--- src/rtl/dataset_pkg.sv ---
// Constants and state type shared by the dataset loader and result store control units.
package dataset_pkg;

   localparam int unsigned DATASET_SIZE = 150;
   localparam int unsigned DS_ADDR_W    = 8;
   localparam int unsigned DS_DATA_W    = 8;

   typedef enum logic [1:0] {
      IDLE   = 2'd0,
      ACCEPT = 2'd1,
      WRITE  = 2'd2,
      DONE   = 2'd3
   } store_state_t;

   // True when a run of n entries starting at base fits an addr_w-bit address space.
   function automatic bit store_range_ok(input int unsigned n, input int unsigned base,
                                         input int unsigned addr_w);
      return (n + base) <= (64'd1 << addr_w);
   endfunction

endpackage

--- src/rtl/result_store_cu_if.sv ---
// Result stream (valid/ready) and result memory write port of the result store control unit.
interface result_store_cu_if #(
   parameter int unsigned ADDR_W = dataset_pkg::DS_ADDR_W,
   parameter int unsigned DATA_W = dataset_pkg::DS_DATA_W
);

   logic              in_valid;
   logic [DATA_W-1:0] in_data;
   logic [DATA_W-1:0] exp_data;
   logic              in_ready;
   logic              wr_req;
   logic [ADDR_W-1:0] wr_addr;
   logic [DATA_W-1:0] wr_data;
   logic              wr_ack;

   // master: the control unit (consumes results, issues memory writes)
   modport master (
      input  in_valid, in_data, exp_data, wr_ack,
      output in_ready, wr_req, wr_addr, wr_data
   );

   // slave: result producer and memory
   modport slave (
      output in_valid, in_data, exp_data, wr_ack,
      input  in_ready, wr_req, wr_addr, wr_data
   );

endinterface

--- src/rtl/store_addr_cnt.sv ---
// Entry counter for the result store; flags the last entry of a run.
module store_addr_cnt #(
   parameter int unsigned N_ENTRIES = dataset_pkg::DATASET_SIZE,
   parameter int unsigned ADDR_W    = dataset_pkg::DS_ADDR_W
) (
   input  logic              clk,
   input  logic              rst,
   input  logic              clr,
   input  logic              inc,
   output logic [ADDR_W-1:0] cnt,
   output logic              last
);

   logic [ADDR_W-1:0] cnt_q;

   always_ff @(posedge clk or negedge rst) begin
      if (!rst) begin
         cnt_q <= '0;
      end else if (clr) begin
         cnt_q <= '0;
      end else if (inc) begin
         cnt_q <= cnt_q + 1'b1;
      end
   end

   assign cnt  = cnt_q;
   assign last = (cnt_q == ADDR_W'(N_ENTRIES - 1));

endmodule

--- src/rtl/result_store_cu.sv ---
// Result store control unit: writes N_ENTRIES handshaked results to sequential memory addresses.
// Define RESULT_STORE_ERRCNT_EN to build the result/label mismatch counter.
module result_store_cu
   import dataset_pkg::*;
#(
   parameter int unsigned N_ENTRIES = DATASET_SIZE,
   parameter int unsigned ADDR_W    = DS_ADDR_W,
   parameter int unsigned DATA_W    = DS_DATA_W,
   parameter int unsigned BASE_ADDR = 0
) (
   input  logic                 clk,
   input  logic                 rst,
   input  logic                 start,
   result_store_cu_if.master    bus,
   output logic                 busy,
   output logic                 done,
   output logic [ADDR_W-1:0]    err_cnt
);

   store_state_t      state_q, state_d;
   logic [DATA_W-1:0] data_q;
   logic [ADDR_W-1:0] cnt;
   logic              cnt_last;
   logic              run_start;
   logic              capture;
   logic              wr_done;

   assign run_start = (state_q == IDLE) && start;
   assign capture   = (state_q == ACCEPT) && bus.in_valid;
   assign wr_done   = (state_q == WRITE) && bus.wr_ack;

   store_addr_cnt #(
      .N_ENTRIES (N_ENTRIES),
      .ADDR_W    (ADDR_W)
   ) u_addr_cnt (
      .clk  (clk),
      .rst  (rst),
      .clr  (run_start),
      .inc  (wr_done && !cnt_last),
      .cnt  (cnt),
      .last (cnt_last)
   );

   always_ff @(posedge clk or negedge rst) begin
      if (!rst) begin
         state_q <= IDLE;
         data_q  <= '0;
      end else begin
         state_q <= state_d;
         if (capture) begin
            data_q <= bus.in_data;
         end
      end
   end

   always_comb begin
      state_d      = state_q;
      bus.in_ready = 1'b0;
      bus.wr_req   = 1'b0;
      busy         = 1'b0;
      done         = 1'b0;
      unique case (state_q)
         IDLE: begin
            if (start) begin
               state_d = ACCEPT;
            end
         end
         ACCEPT: begin
            bus.in_ready = 1'b1;
            busy         = 1'b1;
            if (bus.in_valid) begin
               state_d = WRITE;
            end
         end
         WRITE: begin
            bus.wr_req = 1'b1;
            busy       = 1'b1;
            if (bus.wr_ack) begin
               state_d = cnt_last ? DONE : ACCEPT;
            end
         end
         DONE: begin
            done    = 1'b1;
            busy    = 1'b1;
            state_d = IDLE;
         end
         default: state_d = IDLE;
      endcase
   end

   // Address and data come straight from registers so they hold steady during an ack stall.
   assign bus.wr_addr = ADDR_W'(BASE_ADDR) + cnt;
   assign bus.wr_data = data_q;

`ifdef RESULT_STORE_ERRCNT_EN
   logic [DATA_W-1:0] exp_q;
   logic [ADDR_W-1:0] err_q;

   always_ff @(posedge clk or negedge rst) begin
      if (!rst) begin
         exp_q <= '0;
         err_q <= '0;
      end else begin
         if (capture) begin
            exp_q <= bus.exp_data;
         end
         if (run_start) begin
            err_q <= '0;
         end else if (wr_done && (data_q != exp_q) && (err_q != '1)) begin
            err_q <= err_q + 1'b1;
         end
      end
   end

   assign err_cnt = err_q;
`else
   // Port kept so both builds share one interface.
   logic unused_exp_data;
   assign unused_exp_data = ^bus.exp_data;
   assign err_cnt         = '0;
`endif

endmodule

--- src/flat_wrapper.sv ---
// flat-port wrapper written by rule: the top's interface ports become plain ports
module result_store_cu_flat import dataset_pkg::*;
#(
   parameter int unsigned N_ENTRIES = DATASET_SIZE,
   parameter int unsigned ADDR_W    = DS_ADDR_W,
   parameter int unsigned DATA_W    = DS_DATA_W,
   parameter int unsigned BASE_ADDR = 0
)
  (clk, rst, start, busy, done, err_cnt, bus_in_valid, bus_in_data, bus_exp_data, bus_wr_ack, bus_in_ready, bus_wr_req, bus_wr_addr, bus_wr_data);
  result_store_cu_if #(.ADDR_W(ADDR_W), .DATA_W(DATA_W)) bus_i ();
  input  logic clk;
  input  logic rst;
  input  logic start;
  output logic busy;
  output logic done;
  output logic [ADDR_W-1:0] err_cnt;
  input wire logic [$bits(bus_i.in_valid)-1:0] bus_in_valid;
  input wire logic [$bits(bus_i.in_data)-1:0] bus_in_data;
  input wire logic [$bits(bus_i.exp_data)-1:0] bus_exp_data;
  input wire logic [$bits(bus_i.wr_ack)-1:0] bus_wr_ack;
  output wire logic [$bits(bus_i.in_ready)-1:0] bus_in_ready;
  output wire logic [$bits(bus_i.wr_req)-1:0] bus_wr_req;
  output wire logic [$bits(bus_i.wr_addr)-1:0] bus_wr_addr;
  output wire logic [$bits(bus_i.wr_data)-1:0] bus_wr_data;
  assign bus_i.in_valid = bus_in_valid;
  assign bus_i.in_data = bus_in_data;
  assign bus_i.exp_data = bus_exp_data;
  assign bus_i.wr_ack = bus_wr_ack;
  assign bus_in_ready = bus_i.in_ready;
  assign bus_wr_req = bus_i.wr_req;
  assign bus_wr_addr = bus_i.wr_addr;
  assign bus_wr_data = bus_i.wr_data;
  result_store_cu #(.N_ENTRIES(N_ENTRIES), .ADDR_W(ADDR_W), .DATA_W(DATA_W), .BASE_ADDR(BASE_ADDR)) u_core (.clk(clk), .rst(rst), .start(start), .bus(bus_i), .busy(busy), .done(done), .err_cnt(err_cnt));
endmodule
--- config.mk ---
export PLATFORM = sky130hd
export DESIGN_NAME = result_store_cu_flat
export DESIGN_NICKNAME = d
export VERILOG_FILES = /design/src/rtl/dataset_pkg.sv /design/src/rtl/result_store_cu_if.sv /design/src/rtl/store_addr_cnt.sv /design/src/rtl/result_store_cu.sv /design/src/flat_wrapper.sv
export SDC_FILE = /design/constraint.sdc
export NUM_CORES = 1
export LEC_CHECK = 0
export CELL_PAD_IN_SITES_DETAIL_PLACEMENT = 0
export CELL_PAD_IN_SITES_GLOBAL_PLACEMENT = 1
export CORE_MARGIN = 2
export CORE_UTILIZATION = 28
export DETAILED_ROUTE_END_ITERATION = 10
export PLACE_DENSITY = 0.75
export SLEW_MARGIN = 20
export SYNTH_ARGS = -nofsm -noshare
export SYNTH_HDL_FRONTEND = slang
export SYNTH_SLANG_ARGS = --single-unit
--- constraint.sdc ---
create_clock -name clk -period 1.6 [get_ports clk]
set_input_delay 0.32 -clock clk [delete_from_list [all_inputs] [get_ports clk]]
set_output_delay 0.32 -clock clk [all_outputs]
set_load 0.005 [all_outputs]
==> results.tsv <==
metric	value	unit
cp-end-kind	flop	
post_drt_via_cell_ratio	4.431	
clk_latency	0.30	ns
power_leakage	0.6614	nW
async_reset_ff_frac	1.000	
r2r_slack	0.07	ns
routed_wl	2195	um
final_cell_count_no_fill	181	
numCtsBuffers	3	
grt_antenna_before_repair	0	
post-dp-hpwl	1528	um
core_area	0.003103	sq mm
min_path_type	input pin to async pin	
die_h	61.55	um
reg2reg_depth	6	
timing.hold.ws	0.3276	ns
status	finished, final reports clean	
drive_gt1_frac	0.3504	
setup_slack	0.06513	ns
dieArea	0.003788	sq mm
ys.flop_type	dfrtp_1	
avgRoutedWirePerCell	12.13	um
firstDrtPassIters	4	
critical_path_arrival	1.73	ns
ant_nets	0	
grtUsageTotal	0.1203	
max_freq	651.5	MHz
ir_drop	0.7270	mV
setup_viol	0	
ios	49	
place_ws	-0.1217	ns
yosys_warnings	0	
r2r-end	u_core.u_addr_cnt.cnt[1]	
root_buffer	clkbuf_4	
ys_ff_latch	18	
finalHoldViolCount	0	
fin_crit	1.535	ns
syn_inst	84	
place.gp.congestion	0.7335	
drtIter0Drc	12	
maxCapViolCount	0	
synth_cell_types	30	
final_util	0.4718	
finalSetupTns	0	ns
r2r_start	u_core.u_addr_cnt.cnt[0]	
postCtsHoldBufs	0	
synth_edf_count	0	
crit_required	1.79	ns
yosysSeqAreaShare	0.4858	
clockBufferDepth	2	
critical_path_class	flop to flop	
row_count	20	
cellPowerDensity	1317	mW/mm^2
cts_tree	built	
worst-path-max-fanout	3	
drc_errors	0	
syn2layout_area_growth	57.89	%
dieWidth	61.55	um
nFillCells	325	
grt_overflow	0	
initial_core_util	0.2988	
period_share	0.9593	
dp.cells	166	
grt_pass1_wl	3394	um
grt_pass1_vias	793	
syn_area_per_cell	11.04	sq um
final-max-slew-violation-count	0	
final_net_count	161	
antennaDiodeCount	0	
clkSlewWorstSetupHoldPaths	0.12	ns
port_buffers	32	
skew	0.005264	ns
cts_max_level	1	
synth_area	927.1	sq um
grt_max_degree	19	
vias	802	
cts_sinks	18	
critPathLaunchType	flop	
routing by layer:
layer,track usage,up-vias,part of all wire
met5,0,-,0
met4,0.009119,0,0
met3,0.05882,0,0.087
met2,0.1955,37,0.49
met1,0.1519,382,0.42
li1,-,383,-
cell usage after synthesis (2+ instances only):
cell | n | area (sq um)
and2b_2 | 2 | 17.52
ha_1 | 2 | 25.02
or3_1 | 4 | 25.02
nand3_1 | 3 | 15.01
nand2_1 | 4 | 15.01
buf_4 | 9 | 67.56
mux2_2 | 8 | 90.09
inv_1 | 2 | 7.510
o21ai_0 | 7 | 35.03
nor2_1 | 3 | 11.26
a21oi_1 | 4 | 20.02
dfrtp_1 | 18 | 450.4
critical path: stages, from the launching register on:
cell and delay (ns):
dfrtp_1 0.37, buf_4 0.11, ha_1 0.14, nand4_1 0.18, o41a_1 0.42, nor2_1 0.16, a211oi_2 0.06
how the worst max path moves through the flow:
stage	startpoint	end	slack, ns
finish	u_core.u_addr_cnt.cnt[0]	u_core.u_addr_cnt.cnt[1]	0.07
floorplan	u_core.u_addr_cnt.cnt[1]	u_core.u_addr_cnt.cnt[0]	0.18
global route	u_core.u_addr_cnt.cnt[0]	u_core.u_addr_cnt.cnt[1]	-0.03
CTS	u_core.state_q[0]	busy	-0.007
global placement	bus_wr_ack	u_core.u_addr_cnt.cnt[2]	-0.09
detailed placement	bus_wr_ack	u_core.u_addr_cnt.cnt[6]	-0.12
area by class of cell:
cell class              instances  area [sq um]  area share
clock buffers                   4         36.28     0.02479
inverters                       2         7.507    0.005128
multi-input cells              62         447.9      0.3060
flip-flops and latches         18         455.4      0.3111
well taps                      44         55.05     0.03761
repair buffers                 51         461.7      0.3154
stage by stage:
| stage | instance area [sq um] | total power [mW] |
|---|---|---|
| 2_1_floorplan | 953.4 | 1.070 |
| 3_3_place_gp | 1321 | 1.550 |
| 3_5_place_dp | 1321 | 1.568 |
| 4_1_cts | 1395 | 1.916 |
| 5_1_grt | 1464 | 2.052 |
| 6_report | 1464 | 1.928 |
sequential cells by signal, indices dropped and copies added (netlist names):
| signal | count |
|---|---|
| u_core.state_q | 2 |
| u_core.bus.wr_data | 8 |
| u_core.u_addr_cnt.cnt | 8 |
power by group:
part           switching [mW]  internal [mW]
logic                   0.327          0.606
clock network           0.156          0.139
registers              0.0951          0.605
placed cells by master (no fill, tap or decap), types with 3 or more instances in the layout:
cell type	count
dfrtp_1	14
nor2_1	3
mux2_2	8
conb_1	8
nand2_1	3
or3_1	4
clkdlybuf4s50_1	26
o21ai_0	7
clkbuf_4	3
nand3_1	3
a21oi_1	3
dfrtp_2	4
dlygate4sd2_1	3
buf_4	18
what timing repair did:
action,in CTS,in global routing
setup endpoints to repair,10,10
endpoints found under the hold margin,0,0
resized for setup,14,6
buffers inserted,4,7
pin swaps,0,0
logic make-up (layout without fill, tap and decap cells):
| family | count (synthesis) | count (layout) | share of synthesized area |
|---|---|---|---|
| and+or+nand+nor | 27 | 27 | 0.1876 |
| DFF | 18 | 18 | 0.4858 |
| AOI/OAI and AO/OA | 14 | 14 | 0.08772 |
| buffers and inverters | 11 | 57 | 0.08097 |
| muxes | 9 | 9 | 0.1080 |
| adders and majority gates | 2 | 2 | 0.02699 |
| xor gates and xnor gates | 2 | 2 | 0.01890 |
| other | 1 | 8 | 0.004045 |
Note: power is estimated with default switching activity, not from simulation.
